**src/rtl/ste_dma_snd_ctrl_pkg.sv**
```systemverilog
// Shared definitions for the STE DMA-sound sequencer: register map, control bits, FSM states.
package ste_snd_pkg;

   // Register word indices inside the sound DMA window
   localparam logic [3:0] REG_CTRL    = 4'd0;
   localparam logic [3:0] REG_START_H = 4'd1;
   localparam logic [3:0] REG_START_M = 4'd2;
   localparam logic [3:0] REG_START_L = 4'd3;
   localparam logic [3:0] REG_CNT_H   = 4'd4;
   localparam logic [3:0] REG_CNT_M   = 4'd5;
   localparam logic [3:0] REG_CNT_L   = 4'd6;
   localparam logic [3:0] REG_END_H   = 4'd7;
   localparam logic [3:0] REG_END_M   = 4'd8;
   localparam logic [3:0] REG_END_L   = 4'd9;

   // Control register bit positions
   localparam int CTRL_PLAY = 0;
   localparam int CTRL_LOOP = 1;

   // Byte-address view used by the register byte lanes (ADDR_W must not exceed this)
   localparam int FULL_W = 24;

   typedef enum logic [1:0] {IDLE, CHECK, WAIT, LOAD} snd_state_t;

endpackage

```
**src/rtl/ste_snd_addr_ctr.sv**
```systemverilog
// Frame word counter with latched frame end and end-of-frame compare.
module ste_snd_addr_ctr #(
   parameter int CW = 21
) (
   input  logic          clk32,
   input  logic          reset,
   input  logic          load,
   input  logic          inc,
   input  logic [CW-1:0] start,
   input  logic [CW-1:0] end_addr,
   output logic [CW-1:0] cnt,
   output logic          at_end
);

   logic [CW-1:0] cur_end;

   // Frame begin latches start/end; inc advances one word, wrapping naturally
   always_ff @(posedge clk32 or posedge reset) begin
      if (reset) begin
         cnt     <= '0;
         cur_end <= '0;
      end else if (load) begin
         cnt     <= start;
         cur_end <= end_addr;
      end else if (inc) begin
         cnt     <= cnt + 1'b1;
      end
   end

   assign at_end = (cnt == cur_end);

endmodule

```
**src/rtl/ste_dma_snd_ctrl.sv**
```systemverilog
// STE DMA-sound frame sequencer: registers, fetch FSM, SLOAD_N strobe and frame interrupt.
module ste_dma_snd_ctrl
   import ste_snd_pkg::*;
#(
   parameter int ADDR_W      = 22,
   parameter int LOAD_CYCLES = 4
) (
   input  logic              clk32,
   input  logic              reset,
   input  logic              cs,
   input  logic [3:0]        a,
   input  logic              rw,
   input  logic              wr,
   input  logic [15:0]       din,
   output logic [15:0]       dout,
   input  logic              sreq,
   input  logic              slot,
   output logic [ADDR_W-2:0] addr,
   output logic              sload_n,
   output logic              frame_irq,
   output logic              active
);

   localparam int CW = ADDR_W - 1;

   snd_state_t    state, state_nx;
   logic          play, loop_en;
   logic [CW-1:0] start_q, end_q, cnt;
   logic          at_end, ld_frame, inc, clr_play, ld_last, we;
   logic [3:0]    lc;
   logic          unused_din;

   assign we         = cs & ~rw & wr;
   assign ld_last    = (lc == 4'(LOAD_CYCLES - 1));
   assign unused_din = ^din[15:8];

   // Replace one byte lane of a word address; byte bit 0 and bits >= ADDR_W drop out
   function automatic logic [CW-1:0] put_byte(input logic [CW-1:0] cur, input logic [1:0] sel,
                                              input logic [7:0] b);
      logic [FULL_W-1:0] full;
      full = FULL_W'({cur, 1'b0});
      case (sel)
         2'd0:    full[23:16] = b;
         2'd1:    full[15:8]  = b;
         default: full[7:0]   = b;
      endcase
      return full[ADDR_W-1:1];
   endfunction

   // Extract one byte lane of a word address as a byte address
   function automatic logic [7:0] get_byte(input logic [CW-1:0] cur, input logic [1:0] sel);
      logic [FULL_W-1:0] full;
      full = FULL_W'({cur, 1'b0});
      case (sel)
         2'd0:    return full[23:16];
         2'd1:    return full[15:8];
         default: return full[7:0];
      endcase
   endfunction

   ste_snd_addr_ctr #(.CW(CW)) u_ctr (
      .clk32   (clk32),
      .reset   (reset),
      .load    (ld_frame),
      .inc     (inc),
      .start   (start_q),
      .end_addr(end_q),
      .cnt     (cnt),
      .at_end  (at_end)
   );

   // CPU register writes; a control write beats the same-cycle end-of-frame play clear
   always_ff @(posedge clk32 or posedge reset) begin
      if (reset) begin
         play    <= 1'b0;
         loop_en <= 1'b0;
         start_q <= '0;
         end_q   <= '0;
      end else begin
         if (clr_play) play <= 1'b0;
         if (we) begin
            case (a)
               REG_CTRL: begin
                  play    <= din[CTRL_PLAY];
                  loop_en <= din[CTRL_LOOP];
               end
               REG_START_H: start_q <= put_byte(start_q, 2'd0, din[7:0]);
               REG_START_M: start_q <= put_byte(start_q, 2'd1, din[7:0]);
               REG_START_L: start_q <= put_byte(start_q, 2'd2, din[7:0]);
               REG_END_H:   end_q   <= put_byte(end_q,   2'd0, din[7:0]);
               REG_END_M:   end_q   <= put_byte(end_q,   2'd1, din[7:0]);
               REG_END_L:   end_q   <= put_byte(end_q,   2'd2, din[7:0]);
               default: ;
            endcase
         end
      end
   end

   // Register read mux; counter bytes come straight from the live counter
   always_comb begin
      dout = '0;
      if (cs & rw) begin
         case (a)
            REG_CTRL: begin
               dout[CTRL_PLAY] = play;
               dout[CTRL_LOOP] = loop_en;
            end
            REG_START_H: dout[7:0] = get_byte(start_q, 2'd0);
            REG_START_M: dout[7:0] = get_byte(start_q, 2'd1);
            REG_START_L: dout[7:0] = get_byte(start_q, 2'd2);
            REG_CNT_H:   dout[7:0] = get_byte(cnt, 2'd0);
            REG_CNT_M:   dout[7:0] = get_byte(cnt, 2'd1);
            REG_CNT_L:   dout[7:0] = get_byte(cnt, 2'd2);
            REG_END_H:   dout[7:0] = get_byte(end_q, 2'd0);
            REG_END_M:   dout[7:0] = get_byte(end_q, 2'd1);
            REG_END_L:   dout[7:0] = get_byte(end_q, 2'd2);
            default: ;
         endcase
      end
   end

   // FSM state register
   always_ff @(posedge clk32 or posedge reset) begin
      if (reset) state <= IDLE;
      else       state <= state_nx;
   end

   // Strobe length counter, runs only while in LOAD
   always_ff @(posedge clk32 or posedge reset) begin
      if (reset)              lc <= '0;
      else if (state == LOAD) lc <= lc + 1'b1;
      else                    lc <= '0;
   end

   // Fetch address is captured at fetch start so it holds through the strobe and one cycle after
   always_ff @(posedge clk32 or posedge reset) begin
      if (reset)                                  addr <= '0;
      else if (state == WAIT && state_nx == LOAD) addr <= cnt;
   end

   // Next-state logic
   always_comb begin
      state_nx = state;
      case (state)
         IDLE:  if (play) state_nx = CHECK;
         CHECK: begin
            if (at_end) state_nx = (loop_en & play) ? CHECK : IDLE;
            else        state_nx = WAIT;
         end
         WAIT: begin
            if (!play)             state_nx = IDLE;
            else if (sreq && slot) state_nx = LOAD;
         end
         LOAD:  if (ld_last) state_nx = play ? CHECK : IDLE;
         default: state_nx = IDLE;
      endcase
   end

   // Output and datapath control decode
   always_comb begin
      ld_frame  = 1'b0;
      inc       = 1'b0;
      clr_play  = 1'b0;
      frame_irq = 1'b0;
      active    = 1'b0;
      sload_n   = 1'b1;
      case (state)
         IDLE:  ld_frame = play;
         CHECK: begin
            active = 1'b1;
            if (at_end) begin
               frame_irq = 1'b1;
               if (loop_en & play) ld_frame = 1'b1;
               else                clr_play = 1'b1;
            end
         end
         WAIT:  active = 1'b1;
         LOAD: begin
            active  = 1'b1;
            sload_n = 1'b0;
            inc     = ld_last;
         end
         default: ;
      endcase
   end

endmodule
```
**config.mk**
```make
export PLATFORM = sky130hd
export DESIGN_NAME = ste_dma_snd_ctrl
export DESIGN_NICKNAME = d
export VERILOG_FILES = /design/src/rtl/ste_dma_snd_ctrl_pkg.sv /design/src/rtl/ste_snd_addr_ctr.sv /design/src/rtl/ste_dma_snd_ctrl.sv
export SDC_FILE = /design/constraint.sdc
export NUM_CORES = 1
export LEC_CHECK = 0
export BUFFER_PORTS_ARGS = -buffer_cell sky130_fd_sc_hd__buf_2
export CAP_MARGIN = 15
export CORE_ASPECT_RATIO = 0.5
export CORE_MARGIN = 5
export CORE_UTILIZATION = 50
export DETAILED_ROUTE_END_ITERATION = 8
export GPL_TIMING_DRIVEN = 1
export PLACE_DENSITY = 0.73
export SLEW_MARGIN = 20
export SYNTH_ARGS = -nofsm -noshare
export SYNTH_HDL_FRONTEND = slang
export SYNTH_HIERARCHICAL = 1
export SYNTH_SLANG_ARGS = --single-unit
export TNS_END_PERCENT = 10
```
**constraint.sdc**
```tcl
create_clock -name clk32 -period 2.4 [get_ports clk32]
set_input_delay 0 -clock clk32 [delete_from_list [all_inputs] [get_ports clk32]]
set_output_delay 0 -clock clk32 [all_outputs]
set_load 0.02 [all_outputs]
```
==> impl_metrics.env <==
export IMPL_critPathKind="reg2reg"
export IMPL_cts_buffer_depth=2
export IMPL_met1_length_mm=7.426
export IMPL_gp_congestion=0.9422
export IMPL_dieArea_um2=14070
export IMPL_cp_required_ns=2.73
export IMPL_firstDrtPassIters=7
export IMPL_remaining_drc_errors=0
export IMPL_yosys_register_bits=113
export IMPL_syn_area_per_cell_um2=11.25
export IMPL_wl_met2_mm=6.691
export IMPL_dp_final_hpwl_mm=11.82
export IMPL_final_cells=779
export IMPL_fin_nets=636
export IMPL_wl_met3_mm=2.060
export IMPL_ant_nets=0
export IMPL_synthCells=519
export IMPL_grt_max_degree=39
export IMPL_synth_edf_count=0
export IMPL_areaGrowthSynthToFinish_pct=23.14
export IMPL_wl_mm=16.44
export IMPL_final_common_cell="dfrtp_1"
export IMPL_grt_ovfl_total=0
export IMPL_first_iter_violations=476
export IMPL_startpoint_type="register"
export IMPL_p_per_area_nw_per_um2=1059
export IMPL_netlist_area_um2=5841
export IMPL_setup_viol=0
export IMPL_final_core_util_pct=64.12
export IMPL_whs_ns=0.1020
export IMPL_critPathMaxFanout=6
export IMPL_cp_end_kind="register"
export IMPL_die_h_um=86.43
export IMPL_grt_first_pass_wirelength_mm=25.92
export IMPL_numCtsBuffers=17
export IMPL_finalCritPeriodShare_pct=98.13
export IMPL_slew_viol_final=0
export IMPL_layout_drive_gt1_share_pct=37.42
export IMPL_path_clk_slew_ns=0.06
export IMPL_post_dp_cell_area_um2=6417
export IMPL_swShare_pct=32.84
export IMPL_n_antenna_cell=0
export IMPL_comb_power_share_pct=27.1
export IMPL_finalInstanceArea_um2=7192
export IMPL_seq_power_share_pct=36.8
export IMPL_ys_async_sr_fraction_pct=100.0
export IMPL_dp_cells=738
export IMPL_htreeDepth=4
export IMPL_yosysSeqAreaShare_pct=48.41
export IMPL_post_cts_setup_buffers=0
export IMPL_port_buffers=50
export IMPL_max_slew_margin_pct=55.05
export IMPL_cts_num_sinks=113
export IMPL_finalHoldViolations=0
export IMPL_fin_skew_ns=0.006309
export IMPL_peakVddDrop_mv=0.5934
export IMPL_synth_main_ff_cell="dfrtp_1"
export IMPL_net_switching_power_mw=2.502
export IMPL_via_per_inst=6.000
export IMPL_synthDistinctLibCells=59
export IMPL_fin_setup_tns_ns=0
export IMPL_io_pins=67
export IMPL_grt_pass1_vias=4432
export IMPL_top_layer_used="met5"
export IMPL_status="finished clean"
export IMPL_worstMarginPinSlew_ns=0.6742
export IMPL_drv_cap=0
export IMPL_pwr_share_clk_pct=36.1
export IMPL_wl_per_cell_um=21.10
export IMPL_start_util_pct=52.07
export IMPL_leakage_nw=3.420
export IMPL_cts_tree="yes"
export IMPL_worstSkewPairLatency_ns=0.42
export IMPL_internal_power_mw=5.116
export IMPL_grt_usage_pct=24.60
export IMPL_fin_crit_ns=2.355
export IMPL_layout_common_cells="113 x dfrtp_1, 77 x mux2_2, 50 x buf_2"
export IMPL_row_count=27
export IMPL_vias=4674
export IMPL_antenna_found_initial=1
export IMPL_die_x_um=162.8
export IMPL_yosysWarningCount=6
export IMPL_cts_root_buffer="clkbuf_16"
export IMPL_arrival_ns=2.69
export IMPL_worstHoldPathType="in2async"
export IMPL_max_freq_mhz=424.6
export IMPL_core_um2=11220
-- Yosys cell counts, drive strengths merged, types with 4 or more instances --
cell	instances	area share (%)
clkbuf	13	0.88
mux2i	14	2.4
mux2	84	17
or4	6	0.84
o31ai	5	0.64
and3	5	0.62
o21ai	24	2.1
a211oi	4	0.51
nor2	20	1.4
buf	25	3.1
dfrtp	113	48
nand4	10	1.1
nand2	49	3.3
inv	9	0.58
nand2b	7	0.88
nor3	8	0.88
xor2	23	3.4
nand3	9	0.99
nor2b	5	0.54
a21oi	13	1.1
a211o	4	0.60
nor4	9	0.96
a31oi	10	1.1
xnor2	13	1.9
-- registers in the layout (all words and copies together), names as in the netlist, 2 cells and up --
register,cells
end_q,21
addr,21
state,2
u_ctr/cnt,21
u_ctr/cur_end,21
start_q,21
lc,4
-- critical path, cell delays in order, from the launching register on --
cell and delay [ns]:
dfrtp_1 0.35, ha_1 0.18, or3b_2 0.48, nor2_2 0.17, nand3_1 0.12, nand2b_2 0.24, or4_1 0.54, a31oi_1 0.19
-- timing repair --
action                                  CTS  global route
endpoints found under the setup margin   35            40
hold buffers                              9             0
pin swaps                                 0             1
gates resized for setup                   4             5
endpoints found under the hold margin    74             0
-- layout make-up --
| class | count | area, µm² |
|---|---|---|
| sequential | 113 | 2828 |
| clock buffer | 18 | 429.2 |
| multi-input combinational | 366 | 2828 |
| inverter | 9 | 33.78 |
| fill | 864 | 4024 |
| tap | 159 | 198.9 |
| timing repair buffer | 100 | 660.6 |
| clock inverter | 14 | 214.0 |
-- cells by family after synthesis --
logic type	share of synthesized area, %
AO/OA/AOI/OAI	8.527
XOR/XNOR	5.398
adder cells (fa/ha/maj)	0.4284
buffers and inverters	4.563
flip-flops	48.41
multiplexers	19.04
other	0.06421
AND/OR/NAND/NOR	13.56
-- path summary, 6_finish.rpt --
kind                          start             to  slack (ns)  depth (start not counted)
max                           lc[0]  u_ctr/cnt[19]        0.04                          7
min                           reset   u_ctr/cnt[2]        0.10                          3
max reg2reg                   lc[0]  u_ctr/cnt[19]        0.04                          7
min reg2reg                addr[10]       addr[10]        0.49                          1
max in group asynchronous     reset      end_q[17]        1.53                          4
min in group clk32             slot       state[0]        0.12                          4
-- per-layer routing --
metal  track usage [%]  vias to the layer above
li1                  -                     2043
met1             34.46                     2347
met2             34.70                      251
met3             11.26                       31
met4             6.164                        2
met5                 0                        -
-- through the flow --
stage	total power [mW]	worst slack (ns)
global route	7.922	-0.009648
finish	7.618	0.04483
global placement	4.680	0.02271
detailed placement	4.728	-0.1035
CTS	7.553	0.002121
floorplan	3.879	0.008263
-- power groups by stage --
stage	Sequential (mW)	Clock, mW	Combinational [mW]
finish	2.80	2.75	2.06
global route	2.84	2.87	2.22
CTS	2.77	2.77	2.01
detailed placement	2.80	0	1.93
global placement	2.78	0	1.90
floorplan	2.77	0	1.11
Note: power is estimated with default switching activity, not from simulation.
